$ cat config.mk
export PLATFORM = sky130hd
export DESIGN_NAME = ps2_keyboard
export DESIGN_NICKNAME = d
export VERILOG_FILES = /design/src/rtl/ps2_keyboard_pkg.sv /design/src/rtl/ps2_keyboard_fifo.sv /design/src/rtl/ps2_keyboard.sv
export SDC_FILE = /design/constraint.sdc
export NUM_CORES = 1
export LEC_CHECK = 0
export ABC_CLOCK_PERIOD_IN_PS = 4920
export BUFFER_PORTS_ARGS = -buffer_cell sky130_fd_sc_hd__buf_2
export CAP_MARGIN = 15
export CORE_ASPECT_RATIO = 0.8
export CORE_MARGIN = 1.5
export CORE_UTILIZATION = 50
export CTS_CLUSTER_DIAMETER = 40
export DETAILED_ROUTE_END_ITERATION = 8
export GPL_TIMING_DRIVEN = 0
export PLACE_DENSITY = 0.78
export SYNTH_ARGS = -nofsm -noshare
export SYNTH_HDL_FRONTEND = slang
export SYNTH_SLANG_ARGS = --single-unit
$ cat constraint.sdc
create_clock -name clk_i -period 4.92 [get_ports clk_i]
set_input_delay 0.984 -clock clk_i [delete_from_list [all_inputs] [get_ports clk_i]]
set_output_delay 0.984 -clock clk_i [all_outputs]
set_load 0.02 [all_outputs]
$ cat src/rtl/ps2_keyboard_pkg.sv
`default_nettype none
// ============================================================================
// Module   : ps2_keyboard_pkg
// Purpose  : Shared types, scancode constants and helpers for the PS/2
//            Set-2 keyboard event assembler.
// Revision : 1.0 - initial release
// ============================================================================
package ps2_keyboard_pkg;

    typedef logic [7:0] byte_t;

    typedef struct packed {
        logic  brk;
        logic  ext;
        byte_t code;
    } key_event_t;

    localparam byte_t SC_EXT        = 8'hE0;
    localparam byte_t SC_BREAK      = 8'hF0;
    localparam byte_t SC_PAUSE      = 8'hE1;
    localparam byte_t SC_BAT_OK     = 8'hAA;
    localparam byte_t SC_ACK        = 8'hFA;
    localparam byte_t SC_RESEND     = 8'hFE;
    localparam byte_t SC_ECHO       = 8'hEE;
    localparam byte_t SC_ERR0       = 8'h00;
    localparam byte_t SC_ERR1       = 8'hFF;
    localparam byte_t SC_FAKE_SHIFT = 8'h12;
    localparam byte_t SC_PAUSE_KEY  = 8'h77;
    localparam logic [2:0] PAUSE_SKIP = 3'd7;

    typedef enum logic [2:0] {
        ST_IDLE    = 3'd0,
        ST_EXT     = 3'd1,
        ST_BRK     = 3'd2,
        ST_EXT_BRK = 3'd3,
        ST_PAUSE   = 3'd4
    } kbd_state_t;

    // Controller/housekeeping bytes that never form part of a key sequence.
    function automatic logic is_control(input byte_t b);
        return (b == SC_BAT_OK) || (b == SC_ACK) || (b == SC_RESEND) ||
               (b == SC_ECHO)   || (b == SC_ERR0) || (b == SC_ERR1);
    endfunction

    // One-hot {gui, alt, ctrl, shift} mask for a modifier key, zero otherwise.
    function automatic logic [3:0] modifier_mask(input logic ext, input byte_t code);
        logic [3:0] m;
        m = 4'b0000;
        if (!ext) begin
            if (code == 8'h12 || code == 8'h59) m = 4'b0001;
            else if (code == 8'h14)             m = 4'b0010;
            else if (code == 8'h11)             m = 4'b0100;
        end else begin
            if (code == 8'h14)                      m = 4'b0010;
            else if (code == 8'h11)                 m = 4'b0100;
            else if (code == 8'h1F || code == 8'h27) m = 4'b1000;
        end
        return m;
    endfunction

endpackage
`default_nettype wire

$ cat src/rtl/ps2_keyboard_fifo.sv
`default_nettype none
// ============================================================================
// Module   : kbd_fifo
// Purpose  : Show-ahead event FIFO with registered write; a push on full is
//            accepted only when a pop frees the head slot in the same cycle.
// Revision : 1.0 - initial release
// ============================================================================
module kbd_fifo #(
    parameter int WIDTH = 10,
    parameter int DEPTH = 8
) (
    input  logic             clk_i,
    input  logic             reset_i,
    input  logic             push_i,
    input  logic [WIDTH-1:0] push_data_i,
    output logic             full_o,
    input  logic             pop_i,
    output logic [WIDTH-1:0] pop_data_o,
    output logic             empty_o
);

    localparam int AW = $clog2(DEPTH);

    logic [AW:0]      wr_ptr_q, wr_ptr_d;
    logic [AW:0]      rd_ptr_q, rd_ptr_d;
    logic [WIDTH-1:0] mem_q [DEPTH];
    logic             do_push;
    logic             do_pop;

    always_comb begin
        empty_o  = (wr_ptr_q == rd_ptr_q);
        full_o   = (wr_ptr_q[AW] != rd_ptr_q[AW]) &&
                   (wr_ptr_q[AW-1:0] == rd_ptr_q[AW-1:0]);
        do_pop   = pop_i && !empty_o;
        do_push  = push_i && (!full_o || do_pop);
        wr_ptr_d = wr_ptr_q + {{AW{1'b0}}, do_push};
        rd_ptr_d = rd_ptr_q + {{AW{1'b0}}, do_pop};
    end

    assign pop_data_o = mem_q[rd_ptr_q[AW-1:0]];

    always_ff @(posedge clk_i) begin
        if (reset_i) begin
            wr_ptr_q <= '0;
            rd_ptr_q <= '0;
            for (int i = 0; i < DEPTH; i++) mem_q[i] <= '0;
        end else begin
            wr_ptr_q <= wr_ptr_d;
            rd_ptr_q <= rd_ptr_d;
            if (do_push) mem_q[wr_ptr_q[AW-1:0]] <= push_data_i;
        end
    end

endmodule
`default_nettype wire

$ cat src/rtl/ps2_keyboard.sv
`default_nettype none
// ============================================================================
// Module   : ps2_keyboard
// Purpose  : Folds PS/2 Set-2 E0/F0/E1 byte sequences into key events and
//            queues them for a valid/ready reader. Define KBD_MODIFIERS_EN
//            to track shift/ctrl/alt/gui state on modifiers_o.
// Revision : 1.0 - initial release
// ============================================================================
module ps2_keyboard
    import ps2_keyboard_pkg::*;
#(
    parameter int FIFO_DEPTH = 8
) (
    input  logic       clk_i,
    input  logic       reset_i,
    input  logic [7:0] data_i,
    input  logic       valid_i,
    output logic [9:0] key_o,
    output logic       key_valid_o,
    input  logic       key_ready_i,
    output logic       overflow_o,
    output logic [3:0] modifiers_o
);

    kbd_state_t state_q, state_d;
    logic [2:0] skip_q, skip_d;
    logic       overflow_q, overflow_d;
    logic       push;
    key_event_t ev;
    logic       fifo_full;
    logic       fifo_empty;

    always_comb begin
        state_d = state_q;
        skip_d  = skip_q;
        push    = 1'b0;
        ev      = '0;
        if (valid_i) begin
            case (state_q)
                ST_IDLE, ST_EXT: begin
                    if (is_control(data_i)) begin
                        state_d = ST_IDLE;
                    end else if (data_i == SC_EXT) begin
                        state_d = ST_EXT;
                    end else if (data_i == SC_BREAK) begin
                        state_d = (state_q == ST_EXT) ? ST_EXT_BRK : ST_BRK;
                    end else if (data_i == SC_PAUSE) begin
                        state_d = ST_PAUSE;
                        skip_d  = PAUSE_SKIP;
                    end else begin
                        state_d = ST_IDLE;
                        // E0 12 is the synthetic shift some keys wrap themselves in
                        if (!(state_q == ST_EXT && data_i == SC_FAKE_SHIFT)) begin
                            push    = 1'b1;
                            ev.ext  = (state_q == ST_EXT);
                            ev.code = data_i;
                        end
                    end
                end
                ST_BRK, ST_EXT_BRK: begin
                    state_d = ST_IDLE;
                    if (!is_control(data_i) &&
                        !(state_q == ST_EXT_BRK && data_i == SC_FAKE_SHIFT)) begin
                        push    = 1'b1;
                        ev.brk  = 1'b1;
                        ev.ext  = (state_q == ST_EXT_BRK);
                        ev.code = data_i;
                    end
                end
                ST_PAUSE: begin
                    if (is_control(data_i)) begin
                        state_d = ST_IDLE;
                        skip_d  = 3'd0;
                    end else if (skip_q == 3'd1) begin
                        state_d = ST_IDLE;
                        skip_d  = 3'd0;
                        push    = 1'b1;
                        ev.ext  = 1'b1;
                        ev.code = SC_PAUSE_KEY;
                    end else begin
                        skip_d = skip_q - 3'd1;
                    end
                end
                default: begin
                    state_d = ST_IDLE;
                    skip_d  = 3'd0;
                end
            endcase
        end
        // A full FIFO is full, hence non-empty, so key_ready_i alone means a pop
        overflow_d = overflow_q | (push && fifo_full && !key_ready_i);
    end

    always_ff @(posedge clk_i) begin
        if (reset_i) begin
            state_q    <= ST_IDLE;
            skip_q     <= 3'd0;
            overflow_q <= 1'b0;
        end else begin
            state_q    <= state_d;
            skip_q     <= skip_d;
            overflow_q <= overflow_d;
        end
    end

    kbd_fifo #(
        .WIDTH($bits(key_event_t)),
        .DEPTH(FIFO_DEPTH)
    ) u_fifo (
        .clk_i       (clk_i),
        .reset_i     (reset_i),
        .push_i      (push),
        .push_data_i (ev),
        .full_o      (fifo_full),
        .pop_i       (key_ready_i),
        .pop_data_o  (key_o),
        .empty_o     (fifo_empty)
    );

    assign key_valid_o = !fifo_empty;
    assign overflow_o  = overflow_q;

`ifdef KBD_MODIFIERS_EN
    logic [3:0] modifiers_q, modifiers_d;

    always_comb begin
        modifiers_d = modifiers_q;
        if (push) begin
            if (ev.brk) modifiers_d = modifiers_q & ~modifier_mask(ev.ext, ev.code);
            else        modifiers_d = modifiers_q |  modifier_mask(ev.ext, ev.code);
        end
    end

    always_ff @(posedge clk_i) begin
        if (reset_i) modifiers_q <= 4'b0000;
        else         modifiers_q <= modifiers_d;
    end

    assign modifiers_o = modifiers_q;
`else
    assign modifiers_o = 4'b0000;
`endif

endmodule
`default_nettype wire
Word level (Yosys, flattened, before mapping)

Memory sizes are Yosys's and may differ from the RTL's. A register that Yosys moved wholly into a read port is not among the register bits.
Cells that the tools add are included.

Flip-flop bits (word level): 15
Memories: 1
Output and inout bits: 16
Logic and storage cells: 104
RAM bits: 80
Input port bits: 12

Eq/ne operators: 22
Multiplexer cells: 45
Bitwise logic cells: 2
Reductions and logical operators: 26
Add/subtract/negate cells: 3

Memories:

| name         | depth | width | rd ports | clocked after memory_dff | write ports | line                    | RTL |
|---|---|---|---|---|---|---|---|
| u_fifo.mem_q | 8     | 10    | 1        | 1                        | 8           | ps2_keyboard_fifo.sv:26 | `logic [WIDTH-1:0] mem_q [DEPTH];` |

Operators by type and width:

| cell               | count |
|---|---|
| $eq 8x8->1 const B | 8 |
| $mux 9             | 7 |
| $mux 3             | 14 |
| $mux 10            | 3 |
| $pmux 9 s3         | 1 |
| $mux 1             | 17 |
| $reduce_or 10->1   | 1 |
| $pmux 3 s3         | 1 |
| $add 4x1->4        | 2 |
| $eq 8x5->1 const B | 1 |
| $logic_and 1x1->1  | 8 |
| $logic_not 8->1    | 1 |
| $ne 2x2->1 const B | 4 |
| $eq 3x1->1 const B | 2 |
| $eq 3x2->1 const B | 2 |
| $logic_or 1x1->1   | 6 |
| $pmux 3 s2         | 1 |
| $reduce_and 6->1   | 1 |
| $logic_not 1->1    | 5 |
| $eq 4x4->1         | 1 |
| $reduce_or 2->1    | 2 |
| $eq 3x3->1         | 1 |
| $eq 3x3->1 const B | 1 |
| $logic_not 3->1    | 1 |
| other kinds (7)    | 7 |

Longest topological paths before layout

Depth in word-level cells: 17
Gate-level depth with buffers: 12
Depth with buffers taken out: 11

By module

Synthesis repeated with hierarchy kept, for this count alone.

Cells, all modules: 411
Area, all modules: 4938.5 um^2

By module, submodules not included:

| module       | area an instance (um^2) | cells each | times used |
|---|---|---|---|
| kbd_fifo     | 4215.3                  | 318        | 1 |
| ps2_keyboard | 723.2                   | 93         | 1 |

Worst setup path after synthesis

No wires, ideal clock.

Path kind: in2reg
Start point: input port data_i[1]
End point: register u_fifo.wr_ptr_q[1]
Slack: 2002 ps
Arrival time: 2793 ps
Data required time: 4795 ps
Cell stages on the path: 9
Cell sequence: or3b_4 > a211oi_4 > nor2_2 > o2111ai_4 > buf_6 > inv_1 > ha_1 > ha_1 > nor2b_1

Cells in the longest elaborated chain, start to end: 13

Ends and longest elaborated chain:

| item                                               | line                    | RTL |
|---|---|---|
| start, declared                                    | ps2_keyboard.sv:16      | `input logic [7:0] data_i,` |
| branches (longest 9 deep; another with $eq 8x5->1) | --                      |  |
| $pmux 1 s3 *                                       | ps2_keyboard.sv:39      | `case (state_q)` |
| $mux 1 *                                           | ps2_keyboard.sv:38      | `if (valid_i) begin` |
| $logic_and 1x1->1 *                                | ps2_keyboard_fifo.sv:35 | `do_push = push_i && (!full_o \|\| do_pop);` |
| $add 4x1->4 *                                      | ps2_keyboard_fifo.sv:36 | `wr_ptr_d = wr_ptr_q + {{AW{1'b0}}, do_push};` |
| net u_fifo.wr_ptr_d[1]                             | ps2_keyboard_fifo.sv:24 | `logic [AW:0] wr_ptr_q, wr_ptr_d;` |
| end signal, assigned                               | ps2_keyboard_fifo.sv:48 | `wr_ptr_q <= wr_ptr_d;` |
| end, declared                                      | ps2_keyboard_fifo.sv:24 |  |

Mark *: on every way through the listed nets, which the timed path passes.
A chain may end at the register's enable or synchronous reset.

==> parameters.txt <==
Parameter                              Value

Power
  Worst-case vdd ir drop    0.000260 V
  Leakage dissipation    1.83 nW
  Power per Cell Area    356 nW/µm²

Hold path
  Worst hold path depth    2
  Path class of the lowest-slack min-delay path    reg -> reg
  Hold path startpoint    overflow_o
  End point of the worst hold path    overflow_o

Critical path
  WS Path Type    reg -> out
  Slowest Stage Delay on Critical Path    0.60 ns
  Arrival time reported for the critical path endpoint    2.26 ns
  Setup slack on the worst flop-to-flop path    between 1.5 and 2 ns
  Element type at the critical path end    output pin
  Ordered list of cells on the worst path    clkbuf_1 -> mux4_2 -> mux2_2 -> buf_2
  Critical-path cell with the highest stage delay    clkbuf_1
  Launching point of the worst reg2reg path    skip_q[0]
  Required time of the critical path    3.94 ns
  Worst Reg2Reg Path Length in Cells    7
  Launching element type of the critical path    register
  Reg-to-reg critical path endpoint    u_fifo.mem_q[7][5]
  Worst Path Max Fanout    10

Floorplan
  Area enclosed by the die boundary    9940 µm²
  FP Rows    31
  Number of primary I/O pins    28
  X dimension of the die    around 110 µm
  Initial core utilization    51.5%
  Die span in y    89.5 µm
  Core region area    9080 µm²

STA
  Relative slew margins    about 22%
  Number of failing setup endpoints in the final timing report    0
  Slew at the pin closest to its max-slew limit    between 1 and 1.5 ns
  Worst clock skew    0.0103 ns
  Endpoints failing hold    0
  Unrepaired setup endpoints after global routing    no
  Number of max-slew violations in the final report    0
  FMAX    0.308 GHz
  Final Cycle Share    around 66%
  Aggregate negative setup slack    0 ns
  Final period demand of the worst path    3.25 ns

Placement
  Post-place instance area    4940 µm²
  Routability congestion estimate    0.821
  Detailed placement HPWL    7.36 mm
  Number of port buffers    22

Synthesis
  Share of the yosys chip area belonging to registers    57.8%
  Synthesized instance count    372
  Fraction of synthesized cell area taken by the top area cell type    51.4%
  Asr flop ratio synth    0%
  Area of the mapped netlist    between 4000 and 5000 µm²
  Synth top area cells    edfxtp_1 51%, mux4_2 9.6%, dfxtp_1 6.4%
  YS warnings    0
  Leading cell types by count after synthesis    80 x edfxtp_1, 59 x nor2_1, 40 x nor3_1, 20 x mux4_2, 16 x nand2_1
  Synth unique cells    51
  Number of enable flip-flop cells after synthesis    80
  Top-count cell post-synth    edfxtp_1
  Post-synthesis sequential element count    95
  Top_reg_cell synth    edfxtp_1
  Leading area contributor after synthesis    edfxtp_1
  Per-instance average area after synthesis    12.6 µm²

Route
  Final routed wirelength across all metal layers    around 11 mm
  Detail-routed via count per cell    6.11
  Detail Route Antenna Nets    0
  Number of remaining DRC errors    0
  Iteration-0 DRC count of the detailed router    slightly below 400
  Iteration count of the initial detailed-routing pass    5
  Vias    3,226
  Average routed wire per standard cell    19.9 µm

Clocking
  Clk root buf    clkbuf_16
  Number of gates resized after CTS    0
  CTS clk-pin slew, worst paths    0.06 ns
  Total CTS buffers    9
  CTS H-tree lvls    3
  TritonCTS clock tree    yes
  Total of hold buffers inserted after clock tree synthesis    0
  # Post-CTS Setup Buffers    0
  Sink Count    95
  Clock tree buffer depth    2
  Later-pin clock latency in the skew report    0.34 ns

Finish
  Diodes inserted    0
  Area delta synth->final    11.5%
  Fillers    ~760
  Post-route cell area    5210 µm²
  Final #Nets    428
  Fraction of final layout cells sized beyond drive strength 1    a little over a fifth

Global route
  Total routing resource utilization after global routing    22.4%
  Pin count of the biggest net entering global routing    15
  First-pass GRT wire length    16.6 mm
  Number of global-route vias before repair    between 3,000 and 4,000
  Gr ovfl total    0
  Antenna violations before repair    0

Status
  Result of the run    finished clean

Flow run
  Count of max-cap constraint violations    0
cell usage in the layout, fill, tap and decap left out, types with 2 or more instances in the layout:
cell type,instances
edfxtp_1,80
nor2_1,59
nor3_1,40
buf_2,29
mux4_2,20
nand2_1,16
dfxtp_1,15
nand4_1,12
mux2_2,10
nor2b_1,10
inv_1,9
clkbuf_16,9
clkbuf_1,8
o21bai_1,8
nand3_1,6
nand2b_1,6
buf_4,6
ha_1,6
xor2_1,5
conb_1,4
xnor2_1,3
and3_1,3
o21ai_0,3
clkinv_1,3
a21oi_1,3
buf_1,2
nor4b_1,2
nand3b_1,2
buf_6,2
nor3b_1,2
o2111ai_2,2
o31ai_1,2
or4_1,2
a31oi_1,2
a211oi_1,2
sequential cells by signal (all words and copies together), names as in the netlist:
name	flops
u_fifo.wr_ptr_q	4
u_fifo.rd_ptr_q	4
overflow_o	1
state_q	3
skip_q	3
u_fifo.mem_q	80
metrics by stage:
stage / hold slack (ns) / instances / util [%] / setup WS (ns) / power (mW)
floorplan: 0.466 / 375 / - / 2.00 / 1.16
global placement: 0.465 / 512 / 54.4 / 1.42 / 1.24
detailed placement: 0.471 / 512 / 54.4 / 1.30 / 1.26
CTS: 0.485 / 526 / 57.2 / 1.66 / 1.86
global route: 0.495 / 528 / 57.4 / 1.61 / 1.92
finish: 0.498 / 528 / 57.4 / 1.67 / 1.85
routing by layer:
| metal | GRT usage (%) | vias to the layer above | share of wire, % | routed length [µm] |
|---|---|---|---|---|
| li1 | - | 1465 | - | - |
| met1 | 30.3 | 1586 | 43 | 4510 |
| met2 | 36.8 | 157 | 47 | 4970 |
| met3 | 5.08 | 18 | 8.3 | 876 |
| met4 | 7.25 | 0 | 1.4 | 143 |
| met5 | 0 | - | 0 | 0 |
how the worst max path moves through the flow:
stage                  startpoint            endpoint  slack (ns)  depth (start not counted)
2_1_floorplan           data_i[1]  u_fifo.wr_ptr_q[1]        2.00                          9
3_3_place_gp            data_i[0]  u_fifo.mem_q[1][0]        1.42                          8
3_5_place_dp            data_i[0]  u_fifo.mem_q[0][6]        1.30                          8
4_1_cts                 data_i[0]  u_fifo.mem_q[0][3]        1.66                          8
5_1_grt        u_fifo.rd_ptr_q[1]            key_o[8]        1.61                          4
6_report       u_fifo.rd_ptr_q[1]            key_o[5]        1.67                          4
report_power, final:
group | internal, mW | total [mW] | switching (mW)
clock | 0.335 | 0.615 | 0.280
sequential | 0.907 | 0.925 | 0.0181
combinational | 0.135 | 0.315 | 0.180
cells by family (layout without fill, tap and decap cells):
logic type / Yosys count / after routing / synth area share [%]
simple gates: 166 / 166 / 17.5
flops: 95 / 95 / 57.8
xor+xnor: 8 / 8 / 1.50
mux: 31 / 31 / 12.3
compound gates: 32 / 32 / 5.84
buf+inv: 33 / 71 / 3.40
other cells: 1 / 4 / 0.0803
fa+ha+maj: 6 / 6 / 1.61
area by class of cell:
cell class | instances | area, µm² | share of cell area, %
sequential | 95 | 2700 | 51.9
multi-input combinational | 247 | 1820 | 35.0
clock buffer | 10 | 229 | 4.39
tap | 115 | 144 | 2.76
timing repair buffer | 24 | 129 | 2.47
buffer | 22 | 118 | 2.26
inverter | 11 | 41.3 | 0.793
clock inverter | 4 | 25.0 | 0.480
critical path, delay by kind of cell (launching register included):
| kind | cells | cell delay [ns] |
|---|---|---|
| mux | 2 | 0.72 |
| buf+inv | 2 | 0.76 |
| flops | 1 | 0.45 |
Power figures use the tool's default switching activity.
